$ cat src/rtl/alu_div_seq_pkg.sv
// Shared types for the multi-cycle divider that borrows ALU adder0.
//   adder_op_e  : adder0 operation select (the divider only ever uses ALU_SUB)
//   div_op_e    : RV32M divide/remainder flavour
//   div_state_e : sequencer states
//   DIV_STEPS   : number of restoring-division steps (one per quotient bit)
package alu_div_seq_pkg;

    typedef enum logic [1:0] {
        ALU_ADD = 2'b00,
        ALU_SUB = 2'b01
    } adder_op_e;

    typedef enum logic [1:0] {
        DIV  = 2'b00,
        DIVU = 2'b01,
        REM  = 2'b10,
        REMU = 2'b11
    } div_op_e;

    typedef enum logic [2:0] {
        IDLE,
        PREP,
        ITER,
        FIX,
        DONE
    } div_state_e;

    localparam int DIV_STEPS = 32;

    // DIV and REM are the signed flavours (op[0] == 0).
    function automatic logic is_signed_op(input div_op_e op);
        return ~op[0];
    endfunction

    // REM and REMU return the remainder (op[1] == 1).
    function automatic logic is_rem_op(input div_op_e op);
        return op[1];
    endfunction

endpackage

$ cat src/rtl/alu_div_seq_rv_cond_neg.sv
// rv_cond_neg: 32-bit conditional two's-complement negate.
//   neg  : when high, dout = -din; otherwise dout = din
//   din  : operand
//   dout : result
module rv_cond_neg (
    input  logic        neg,
    input  logic [31:0] din,
    output logic [31:0] dout
);
    assign dout = neg ? (~din + 32'd1) : din;
endmodule

$ cat src/rtl/alu_div_seq.sv
// alu_div_seq: RV32M DIV/DIVU/REM/REMU sequencer. Runs a 32-step restoring
// division, borrowing the ALU's adder0 for the trial subtract in each step.
// Sign handling is done locally with rv_cond_neg instances.
//   clk, rst_n            : clock, asynchronous active-low reset
//   in_valid/in_ready     : request handshake (in_op, in_a, in_b)
//   flush                 : abort, back to IDLE next cycle
//   out_valid/out_ready   : result handshake (out_result)
//   alu_req/alu_gnt       : adder0 request and grant
//   alu_adder_en/op       : adder0 enable (== alu_req), op (always ALU_SUB)
//   alu_op_a/alu_op_b     : adder0 operands (0 when not requesting)
//   alu_adder_res         : adder0 result (combinational from the operands)
//   busy                  : sequencer not idle
// Optional feature: define DIV_ZERO_FAST_EN to short-circuit a zero divisor
// straight from PREP to DONE without using adder0.
module alu_div_seq
    import alu_div_seq_pkg::*;
(
    input  logic        clk,
    input  logic        rst_n,
    input  logic        in_valid,
    output logic        in_ready,
    input  div_op_e     in_op,
    input  logic [31:0] in_a,
    input  logic [31:0] in_b,
    input  logic        flush,
    output logic        out_valid,
    input  logic        out_ready,
    output logic [31:0] out_result,
    output logic        alu_req,
    input  logic        alu_gnt,
    output logic        alu_adder_en,
    output adder_op_e   alu_adder_op,
    output logic [31:0] alu_op_a,
    output logic [31:0] alu_op_b,
    input  logic [31:0] alu_adder_res,
    output logic        busy
);
    localparam logic [5:0] CNT_LAST = 6'(DIV_STEPS - 1);

    div_state_e  state, state_nxt;
    div_op_e     op_q;
    logic        sa, sb;
    logic [31:0] a_q, b_q, r_q;
    logic [5:0]  cnt;

    logic        accept, b_zero, no_borrow, last_step;
    logic [31:0] step_a;
    logic [31:0] opn_in, opn_out, q_fix, r_fix;
    logic        opn_neg;

    assign accept    = (state == IDLE) && in_valid && !flush;
    assign b_zero    = (b_q == '0);
    // Shift the next dividend bit into the partial remainder; the bit that
    // falls off the top is an implicit 33rd bit of the trial subtract.
    assign step_a    = {r_q[30:0], a_q[31]};
    assign no_borrow = r_q[31] |
                       ~((~step_a[31] & b_q[31]) |
                         (~(step_a[31] ^ b_q[31]) & alu_adder_res[31]));
    assign last_step = alu_gnt && (cnt == CNT_LAST);

    // One operand negator used twice: on accept it conditions the divisor
    // straight from the input, in PREP it conditions the latched dividend.
    assign opn_in  = (state == IDLE) ? in_b : a_q;
    assign opn_neg = (state == IDLE) ? (in_b[31] & is_signed_op(in_op)) : sa;

    rv_cond_neg u_neg_op  (.neg(opn_neg),          .din(opn_in), .dout(opn_out));
    rv_cond_neg u_neg_quo (.neg((sa ^ sb) & ~b_zero), .din(a_q), .dout(q_fix));
    rv_cond_neg u_neg_rem (.neg(sa),               .din(r_q),    .dout(r_fix));

    always_ff @(posedge clk or negedge rst_n) begin
        if (!rst_n) state <= IDLE;
        else        state <= state_nxt;
    end

    always_comb begin
        state_nxt = state;
        case (state)
            IDLE: if (accept) state_nxt = PREP;
`ifdef DIV_ZERO_FAST_EN
            PREP: state_nxt = b_zero ? DONE : ITER;
`else
            PREP: state_nxt = ITER;
`endif
            ITER: if (last_step) state_nxt = FIX;
            FIX:  state_nxt = DONE;
            DONE: if (out_ready) state_nxt = IDLE;
            default: state_nxt = IDLE;
        endcase
        if (flush) state_nxt = IDLE;
    end

    assign in_ready     = (state == IDLE);
    assign busy         = (state != IDLE);
    assign out_valid    = (state == DONE);
    assign alu_req      = (state == ITER);
    assign alu_adder_en = alu_req;
    assign alu_adder_op = ALU_SUB;
    assign alu_op_a     = alu_req ? step_a : '0;
    assign alu_op_b     = alu_req ? b_q    : '0;

    always_ff @(posedge clk or negedge rst_n) begin
        if (!rst_n) begin
            op_q       <= DIV;
            sa         <= 1'b0;
            sb         <= 1'b0;
            a_q        <= '0;
            b_q        <= '0;
            r_q        <= '0;
            cnt        <= '0;
            out_result <= '0;
        end else if (!flush) begin
            case (state)
                IDLE: if (accept) begin
                    op_q <= in_op;
                    sa   <= in_a[31] & is_signed_op(in_op);
                    sb   <= in_b[31] & is_signed_op(in_op);
                    a_q  <= in_a;
                    b_q  <= opn_out;
                end
                PREP: begin
                    a_q <= opn_out;
                    r_q <= '0;
                    cnt <= '0;
`ifdef DIV_ZERO_FAST_EN
                    // a_q still holds the raw dividend here.
                    if (b_zero) out_result <= is_rem_op(op_q) ? a_q : '1;
`endif
                end
                ITER: if (alu_gnt) begin
                    r_q <= no_borrow ? alu_adder_res : step_a;
                    a_q <= {a_q[30:0], no_borrow};
                    cnt <= cnt + 6'd1;
                end
                FIX: out_result <= is_rem_op(op_q) ? r_fix : q_fix;
                default: ;
            endcase
        end
    end

endmodule
$ cat config.mk
export PLATFORM = sky130hd
export DESIGN_NAME = alu_div_seq
export DESIGN_NICKNAME = d
export VERILOG_FILES = /design/src/rtl/alu_div_seq_pkg.sv /design/src/rtl/alu_div_seq_rv_cond_neg.sv /design/src/rtl/alu_div_seq.sv
export SDC_FILE = /design/constraint.sdc
export NUM_CORES = 1
export LEC_CHECK = 0
export ABC_AREA = 0
export BUFFER_PORTS_ARGS = -buffer_cell sky130_fd_sc_hd__buf_2
export CORE_ASPECT_RATIO = 0.6
export CORE_UTILIZATION = 50
export DETAILED_ROUTE_END_ITERATION = 12
export GPL_TIMING_DRIVEN = 0
export PLACE_DENSITY = 0.74
export SLEW_MARGIN = 20
export SYNTH_ARGS = -nofsm -noshare
export SYNTH_HDL_FRONTEND = slang
export SYNTH_SLANG_ARGS = --single-unit
$ cat constraint.sdc
create_clock -name clk -period 3.89 [get_ports clk]
set_input_delay 0.1945 -clock clk [delete_from_list [all_inputs] [get_ports clk]]
set_output_delay 0.1945 -clock clk [all_outputs]
set_load 0.05 [all_outputs]
==> results of run 1 <==
## cells by family (layout without fill, tap and decap cells)
kind of cell,count (synthesis),count (layout),synth area share (%)
compound gates,297,297,20.0
xor+xnor,85,85,7.46
other cells,2,3,0.0753
simple gates,472,472,23.9
mux,77,77,7.83
fa+ha+maj,5,5,0.627
buf+inv,116,355,4.99
flops,140,140,35.1
## cell type report
cell class                 instances  area, sq um
fill                            1771         7260
multi-input combinational        938         5990
sequential                       140         3500
timing repair buffer             208         1090
clock buffer                      24          492
buffer                           102          450
tap                              266          333
clock inverter                     8          106
inverter                          13         48.8
antenna                            1         2.50
## timing repair
item	CTS	global route
hold buffers	3	0
hold endpoints to repair	64	0
setup buffers	0	0
gates cloned	0	0
gates resized for setup	2	3
endpoints found under the setup margin	60	47
## worst max-delay path by stage
stage,from,to,slack [ns]
2_1_floorplan,state[0]$_DFFE_PN0P_,a_q[22]$_DFFE_PN0P_,0.47
3_3_place_gp,state[0]$_DFFE_PN0P_,b_q[28]$_DFFE_PN0P_,-0.23
4_1_cts,state[2]$_DFFE_PN0P_,alu_op_b[1],0.07
5_1_grt,state[0]$_DFFE_PN0P_,b_q[28]$_DFFE_PN0P_,0.03
6_report,state[2]$_DFFE_PN0P_,alu_op_b[1],0.05
3_5_place_dp,state[0]$_DFFE_PN0P_,b_q[28]$_DFFE_PN0P_,-0.18
## metrics by stage
stage               instances  setup WS (ns)  area (sq um)  hold slack [ns]
finish                   1700         0.0465         12000           0.0116
detailed placement       1665         -0.175         11400            0.171
CTS                      1699         0.0742         12000          0.00924
global placement         1664         -0.227         11300            0.413
floorplan                1194          0.471          9980           -0.101
global route             1699         0.0299         12000           0.0354
## cell usage after synthesis (4+ instances only)
cell type,instances
nor2b_1,5
o21a_1,5
and2_1,70
a221o_1,9
a22oi_1,11
nand4_1,9
inv_1,12
xnor2_1,38
a221oi_1,18
nor4_1,24
and3_1,5
buf_1,7
buf_4,7
xor2_1,47
o31a_1,5
o41ai_1,5
a211oi_1,5
a21oi_1,45
or4_4,5
or3_1,16
nand2b_1,12
or4_1,5
o22ai_1,5
nor2_1,93
a31oi_1,17
o31ai_1,18
o21ai_0,100
nor3_1,29
o221ai_1,18
mux2_2,8
nand3b_1,4
a41oi_1,7
clkbuf_1,75
buf_2,9
nand2_1,154
dfrtp_1,140
mux2i_1,69
ha_1,5
nand3_1,25
a22o_1,4
## report_power, final
| part | leakage (nW) | switching (mW) | internal (mW) |
|---|---|---|---|
| registers | 1.79 | 0.471 | 1.90 |
| clock network | 0.287 | 0.701 | 1.02 |
| logic | 3.37 | 2.48 | 1.20 |
| total | 5.44 | 3.65 | 4.12 |
## layer usage
layer | vias up | global-route usage (%) | routed length [um]
li1 | 4771 | - | -
met1 | 5296 | 58.4 | 17700
met2 | 699 | 52.1 | 15600
met3 | 59 | 14.9 | 5690
met4 | 2 | 10.1 | 711
met5 | - | 0 | 13
## worst max-delay path, delay by kind of cell (launching register included)
kind / cells / cell delay, ns
buffers and inverters: 5 / 2.08
AND/OR/NAND/NOR: 2 / 0.74
flip-flops: 1 / 0.37
## flip-flops by register name (all words and copies together) (netlist names)
register / flops
state: 3
b_q: 32
sa: 1
op_q: 1
cnt: 6
r_q: 32
a_q: 32
out_result: 32
sb: 1
==> flow_metrics.py, run 1 <==
metrics = {
    "status": {
        "status": "finished clean",
    },
    "sta": {
        "tightest_slew_ns": 1.04,
        "post-route-min-period_ns": 3.84,
        "setup_violations": 0,
        "fmax_mhz": 260,
        "slew_headroom_pct": 30.8,
        "finalHoldViolations": 0,
        "rsz0062_at_grt": "false",
        "setup_tns_ns": 0,
        "period_share_pct": 98.8,
        "slew_viol_final": 0,
        "finClkSkew_ns": 0.0103,
    },
    "synthesis": {
        "syn_area_per_cell_sq_um": 8.36,
        "ys_ff_latch": 140,
        "synth_area_leaders": "dfrtp_1, mux2i_1, nand2_1",
        "async_flop_share_pct": 100,
        "syn_inst": 1194,
        "ys_types": 77,
        "synth_enable_flop_cells": 0,
        "yosysWarningCount": 0,
        "yosys_most_used_dff": "dfrtp_1",
        "yosysSeqAreaShare_pct": 35.1,
        "synth_nets": 1303,
        "netlist.area_leader.share_pct": 35.1,
        "yosysTopAreaCell": "dfrtp_1",
        "netlist_area_sq_um": 9980,
    },
    "power": {
        "p_leak_nw": 5.44,
        "ir_drop_uv": 468,
        "power.density_nw_per_um2": 647,
        "power.total_mw": 7.77,
    },
    "hold_path": {
        "hold_end": "state[1]$_DFFE_PN0P_",
        "hold_depth": 2,
        "hold_class": "in2reg",
        "min_from": "flush",
    },
    "global_route": {
        "first_global_vias": 10100,
        "grt_max_degree": 79,
        "antenna_found_initial": 2,
        "grt_usage_pct": 39.2,
        "grt_pass1_wl_um": 60200,
        "grt-ovfl-total": 0,
    },
    "worst_setup_path": {
        "r2r-start": "state[0]$_DFFE_PN0P_",
        "critPathArrivalTime_ns": 3.65,
        "critPathSlowestCell": "clkbuf_1",
        "worst_r2r_path_depth": 11,
        "crit_required_ns": 3.70,
        "critPathKind": "reg2out",
        "cp_cell_sequence": "clkbuf_1, nor3b_4, clkbuf_1, clkbuf_2, clkbuf_2, and2_1, buf_2",
        "path_max_fanout": 10,
        "crit_path_max_incr_delay_ns": 0.58,
        "regToRegSetupSlack_ns": 0.22,
        "worst_setup_path_end_kind": "output pin",
        "r2r-end": "a_q[24]$_DFFE_PN0P_",
        "crit_path_start_kind": "flip-flop",
    },
    "placement": {
        "place.detailed.hpwl_um": 30400,
        "gp_congestion": 0.974,
        "io_buffers": 204,
    },
    "floorplan": {
        "die_h_um": 111,
        "rows": 39,
        "core-area_sq_um": 19300,
        "initial_core_util_pct": 51.8,
        "die-area_sq_um": 20500,
        "die_x_um": 184,
        "pin_count": 207,
    },
    "final_layout": {
        "nNetsFinal": 1529,
        "synthToLayoutAreaGrowth_pct": 20.4,
        "drive_gt1_share_pct": 20.2,
        "final_cell_mix": "buf_2, nand2_1, dfrtp_1",
        "final_util_pct": 62.3,
        "final_common_cell": "buf_2",
    },
    "clock_tree": {
        "cts.sinks": 140,
        "cts_root_buf": "clkbuf_16",
        "clk_latency_ns": 0.45,
        "cts_max_path_buffers": 2,
        "path_clk_slew_ns": 0.06,
        "cts_tree": "yes",
        "cts_buffers": 17,
        "htreeDepth": 4,
    },
    "routing": {
        "drt-total-wl_um": 39800,
        "drc_errors": 0,
        "vias_per_cell": 6.37,
        "wl_per_cell_um": 23.4,
        "ant_nets": 0,
        "dr.pass1.iters": 5,
        "drt_first_iter_violations": 1391,
        "dr_total_vias": 10800,
    },
    "job": {
        "maxCapViolations": 0,
    },
}
No activity file was read; power rests on OpenSTA's default activity.
==> run 2: changes to the inputs <==
==> constraint.sdc (replaced) <==
create_clock -name clk -period 3.89 [get_ports clk]
set_input_delay 0.389 -clock clk [delete_from_list [all_inputs] [get_ports clk]]
set_output_delay 0.389 -clock clk [all_outputs]
set_load 0.05 [all_outputs]
==> run 2 against run 1 <==
Critical path depth stayed put; non-clock buffer count fell by 2; critical endpoint unchanged; final area shrank 0.16%.
==> flow_metrics.py, run 2 (synthesis results as in run 1) <==
metrics = {
    "status": {
        "status": "finished clean",
    },
    "global_route": {
        "grt-ovfl-total": 0,
        "antenna_found_initial": 2,
        "first_global_vias": 10100,
        "grt_pass1_wl_um": 60100,
        "grt_usage_pct": 39.2,
        "grt_max_degree": 79,
    },
    "clock_tree": {
        "cts_setup_buffers": 0,
        "cts_max_path_buffers": 2,
        "path_clk_slew_ns": 0.06,
        "cts_buffers": 17,
        "cts_root_buf": "clkbuf_16",
        "cts.sinks": 140,
        "clk_latency_ns": 0.45,
        "htreeDepth": 4,
        "cts_tree": "yes",
    },
    "routing": {
        "wl_per_cell_um": 23.4,
        "drc_errors": 0,
        "drt_first_iter_violations": 1295,
        "dr.pass1.iters": 5,
        "drt-total-wl_um": 39800,
        "vias_per_cell": 6.34,
        "dr_total_vias": 10800,
        "ant_nets": 0,
    },
    "final_layout": {
        "final_cell_mix": "buf_2, nand2_1, dfrtp_1",
        "finalNonFillerCells": 1698,
        "drive_gt1_share_pct": 20.3,
        "fin_area_sq_um": 12000,
        "final_common_cell": "buf_2",
        "final_util_pct": 62.2,
        "synthToLayoutAreaGrowth_pct": 20.2,
        "nNetsFinal": 1527,
        "num-fill-cells": 1772,
    },
    "floorplan": {
        "rows": 39,
        "die_x_um": 184,
        "core-area_sq_um": 19300,
        "initial_core_util_pct": 51.8,
        "die-area_sq_um": 20500,
        "die_h_um": 111,
        "pin_count": 207,
    },
    "sta": {
        "tightest_slew_ns": 1.04,
        "finClkSkew_ns": 0.0100,
        "slew_headroom_pct": 30.5,
        "timing.final.ws_setup_ns": 0.0807,
        "post-route-min-period_ns": 3.81,
        "rsz0062_at_grt": "false",
        "period_share_pct": 97.9,
        "setup_tns_ns": 0,
        "slew_viol_final": 0,
        "holdWs_ns": 0.166,
        "fmax_mhz": 263,
        "finalHoldViolations": 0,
        "setup_violations": 0,
    },
    "hold_path": {
        "hold_class": "in2reg",
    },
    "worst_setup_path": {
        "crit_required_ns": 3.50,
        "critPathKind": "reg2out",
        "path_max_fanout": 10,
        "crit_path_start_kind": "flip-flop",
        "critPathArrivalTime_ns": 3.42,
        "worst_setup_path_end_kind": "output pin",
    },
    "placement": {
        "io_buffers": 204,
        "dp_worst_setup_slack_ns": -0.205,
        "dp_cells": 1665,
        "place.detailed.hpwl_um": 30400,
        "dpl_cell_area_sq_um": 11400,
        "gp_congestion": 0.974,
    },
    "power": {
        "power.total_mw": 7.76,
        "p_leak_nw": 5.44,
        "power.density_nw_per_um2": 647,
        "ir_drop_uv": 469,
    },
    "job": {
        "maxCapViolations": 0,
    },
}
## run 2: cell count changes in the layout (fill, tap and decap cells not counted)
| cell | delta |
|---|---|
| dlygate4sd3_1 | -2 |
| clkbuf_1 | -1 |
| clkbuf_2 | +1 |
## run 2: what timing repair did
action	in CTS	in global routing
hold buffers	1	0
endpoints found under the setup margin	60	60
endpoints found under the hold margin	62	0
resized for setup	3	4
## run 2: layout make-up
| type | instances | area (sq um) | area share [%] |
|---|---|---|---|
| multi-input combinational | 938 | 5990 | 49.9 |
| sequential | 140 | 3500 | 29.2 |
| timing repair buffer | 206 | 1070 | 8.91 |
| clock buffer | 24 | 492 | 4.10 |
| buffer | 102 | 452 | 3.77 |
| tap | 266 | 333 | 2.77 |
| clock inverter | 8 | 106 | 0.887 |
| inverter | 13 | 48.8 | 0.407 |
| antenna | 1 | 2.50 | 0.0209 |
## run 2: worst paths after layout
check	start	to	slack, ns	cells after the start
max	state[2]$_DFFE_PN0P_	alu_op_b[1]	0.08	7
min	in_op[1]	op_q[1]$_DFFE_PN0P_	0.17	3
max reg2reg	state[0]$_DFFE_PN0P_	a_q[24]$_DFFE_PN0P_	0.21	11
min reg2reg	out_result[5]$_DFFE_PN0P_	out_result[5]$_DFFE_PN0P_	0.46	2
max in group asynchronous	rst_n	r_q[27]$_DFFE_PN0P_	2.63	3
min in group asynchronous	rst_n	b_q[1]$_DFFE_PN0P_	0.47	2
## run 2: worst max-delay path, stage by stage, from the launching register on
cell,delay [ns]
dfrtp_1,0.37
clkbuf_1,0.32
nor3b_4,0.56
clkbuf_2,0.40
clkbuf_2,0.48
clkbuf_2,0.39
and2_1,0.18
buf_2,0.26
## run 2: where the power goes
part / internal, mW / total, mW / switching (mW)
sequential: 1.90 / 2.37 / 0.468
clock: 1.02 / 1.72 / 0.699
combinational: 1.20 / 3.68 / 2.48
## run 2: metal layers
layer	share of wire [%]	track usage, %	vias to the layer above	routed length, um
li1	-	-	4773	-
met1	45	58.4	5208	17900
met4	2.0	10.1	2	804
met2	39	51.9	714	15500
met5	0.033	0	-	13
met3	14	15.1	71	5550
==> run 3: changes to the inputs <==
Settings changed: CELL_PAD_IN_SITES_DETAIL_PLACEMENT from default to 0, CELL_PAD_IN_SITES_GLOBAL_PLACEMENT from default to 2, CORE_UTILIZATION 50 to 33, MAX_ROUTING_LAYER from default to met4, PLACE_DENSITY 0.74 to default, PLACE_DENSITY_LB_ADDON from default to 0.1.
==> run 3 against run 2 <==
Combinational power about the same; clock-buffer cell count is 1 lower; clock skew decreased by 0.0047 ns; utilization decreased by 21 points; flip-flop and latch count is the same.
==> flow_metrics.py, run 3 (synthesis results as in run 1) <==
metrics = {
    "power": {
        "p_leak_nw": 5.42,
        "clockPowerShare_pct": 20.5,
        "pwr-share-comb_pct": 48.4,
        "p_sw_mw": 3.66,
        "power.density_nw_per_um2": 631,
        "seq_power_share_pct": 31.0,
        "power.share.switching_pct": 47.9,
        "p_int_mw": 3.98,
        "ir_drop_uv": 334,
    },
    "floorplan": {
        "core-area_sq_um": 29200,
        "initial_core_util_pct": 34.1,
        "rows": 48,
        "die_h_um": 137,
        "die_x_um": 226,
        "pin_count": 207,
        "die-area_sq_um": 31000,
    },
    "worst_setup_path": {
        "crit_path_start_kind": "flip-flop",
        "critPathKind": "reg2out",
        "path_max_fanout": 10,
        "crit_required_ns": 3.50,
        "worst_setup_path_end_kind": "output pin",
        "critPathArrivalTime_ns": 3.39,
    },
    "final_layout": {
        "nNetsFinal": 1529,
        "fin_area_sq_um": 12100,
        "synthToLayoutAreaGrowth_pct": 21.4,
        "final_cell_mix": "buf_2, nand2_1, dfrtp_1",
        "drive_gt1_share_pct": 20.2,
        "final_util_pct": 41.4,
        "final_common_cell": "buf_2",
    },
    "clock_tree": {
        "htreeDepth": 4,
        "cts_root_buf": "clkbuf_16",
        "path_clk_slew_ns": 0.06,
        "cts_max_path_buffers": 2,
        "clk_latency_ns": 0.45,
        "cts.sinks": 140,
        "cts_buffers": 17,
        "cts_tree": "yes",
    },
    "status": {
        "status": "finished clean",
    },
    "sta": {
        "setup_tns_ns": 0,
        "period_share_pct": 97.3,
        "slew_headroom_pct": 23.7,
        "fmax_mhz": 264,
        "post-route-min-period_ns": 3.78,
        "slew_viol_final": 0,
        "finClkSkew_ns": 0.00533,
        "holdWs_ns": 0.167,
        "rsz0062_at_grt": "false",
        "tightest_slew_ns": 1.13,
        "setup_violations": 0,
        "finalHoldViolations": 0,
        "timing.final.ws_setup_ns": 0.107,
    },
    "placement": {
        "io_buffers": 204,
        "gp_congestion": 0.942,
        "dpl_cell_area_sq_um": 11500,
        "place.detailed.hpwl_um": 34100,
        "dp_worst_setup_slack_ns": -0.439,
    },
    "routing": {
        "vias_per_cell": 5.64,
        "drc_errors": 0,
        "dr.pass1.iters": 6,
        "ant_nets": 0,
        "drt-total-wl_um": 43300,
        "wl_per_cell_um": 23.6,
        "drt_first_iter_violations": 1102,
        "dr_total_vias": 10300,
    },
    "global_route": {
        "grt_usage_pct": 29.3,
        "grt-ovfl-total": 0,
        "grt_max_degree": 81,
        "grt_pass1_wl_um": 63300,
        "antenna_found_initial": 2,
        "first_global_vias": 9621,
    },
    "job": {
        "maxCapViolations": 0,
    },
    "hold_path": {
        "hold_class": "in2reg",
    },
}
run 3: worst paths after layout:
path | depth (start not counted) | slack (ns) | start | end
worst max-delay path | 7 | 0.11 | state[2]$_DFFE_PN0P_ | alu_op_a[29]
worst min-delay path | 4 | 0.17 | out_ready | state[2]$_DFFE_PN0P_
worst max register to register | 8 | 0.12 | b_q[0]$_DFFE_PN0P_ | out_result[1]$_DFFE_PN0P_
worst min register to register | 2 | 0.46 | out_result[7]$_DFFE_PN0P_ | out_result[7]$_DFFE_PN0P_
max in group asynchronous | 3 | 2.58 | rst_n | cnt[0]$_DFFE_PN0P_
min in group asynchronous | 2 | 0.48 | rst_n | b_q[5]$_DFFE_PN0P_
run 3: repair_timing:
item / in CTS / in global routing
resized for setup: 4 / 4
buffers inserted: 0 / 2
setup endpoints to repair: 67 / 54
endpoints found under the hold margin: 60 / 0
pin swaps: 0 / 1
hold buffers: 1 / 0
run 3: metrics by stage:
| stage | std cells | total power, mW |
|---|---|---|
| floorplan | 1194 | 4.83 |
| global route | 1832 | 8.05 |
| detailed placement | 1799 | 6.04 |
| CTS | 1830 | 7.62 |
| global placement | 1798 | 6.02 |
| finish | 1833 | 7.64 |
run 3: layer usage:
layer	global-route usage, %	wire, um	vias to the layer above
met1	45.2	22300	5140
met5	-	0	-
met2	37.5	16900	425
met4	5.74	368	0
met3	6.76	3710	27
li1	-	-	4754
run 3: area by class of cell:
cell class	count	area (sq um)
Sequential cell	140	3500
Antenna cell	1	2.50
Buffer	102	452
Timing Repair Buffer	208	1080
Inverter	13	48.8
Clock inverter	8	70.1
Fill cell	3050	17100
Clock buffer	23	458
Tap cell	400	500
Multi-Input combinational cell	938	5990
run 3: power by group through the flow:
stage | clock network [mW] | registers (mW) | logic (mW)
2_1_floorplan | 0 | 2.71 | 2.12
3_3_place_gp | 0 | 2.39 | 3.64
3_5_place_dp | 0 | 2.39 | 3.65
4_1_cts | 1.59 | 2.37 | 3.67
5_1_grt | 1.63 | 2.43 | 3.99
6_report | 1.57 | 2.37 | 3.70
run 3: worst max-delay path, cell delays in order (launching register included):
cell      delay [ns]
dfrtp_1         0.38
clkbuf_1        0.32
nor3b_4         0.45
clkbuf_2        0.42
buf_2           0.47
clkbuf_2        0.42
and2_1          0.19
buf_2           0.26
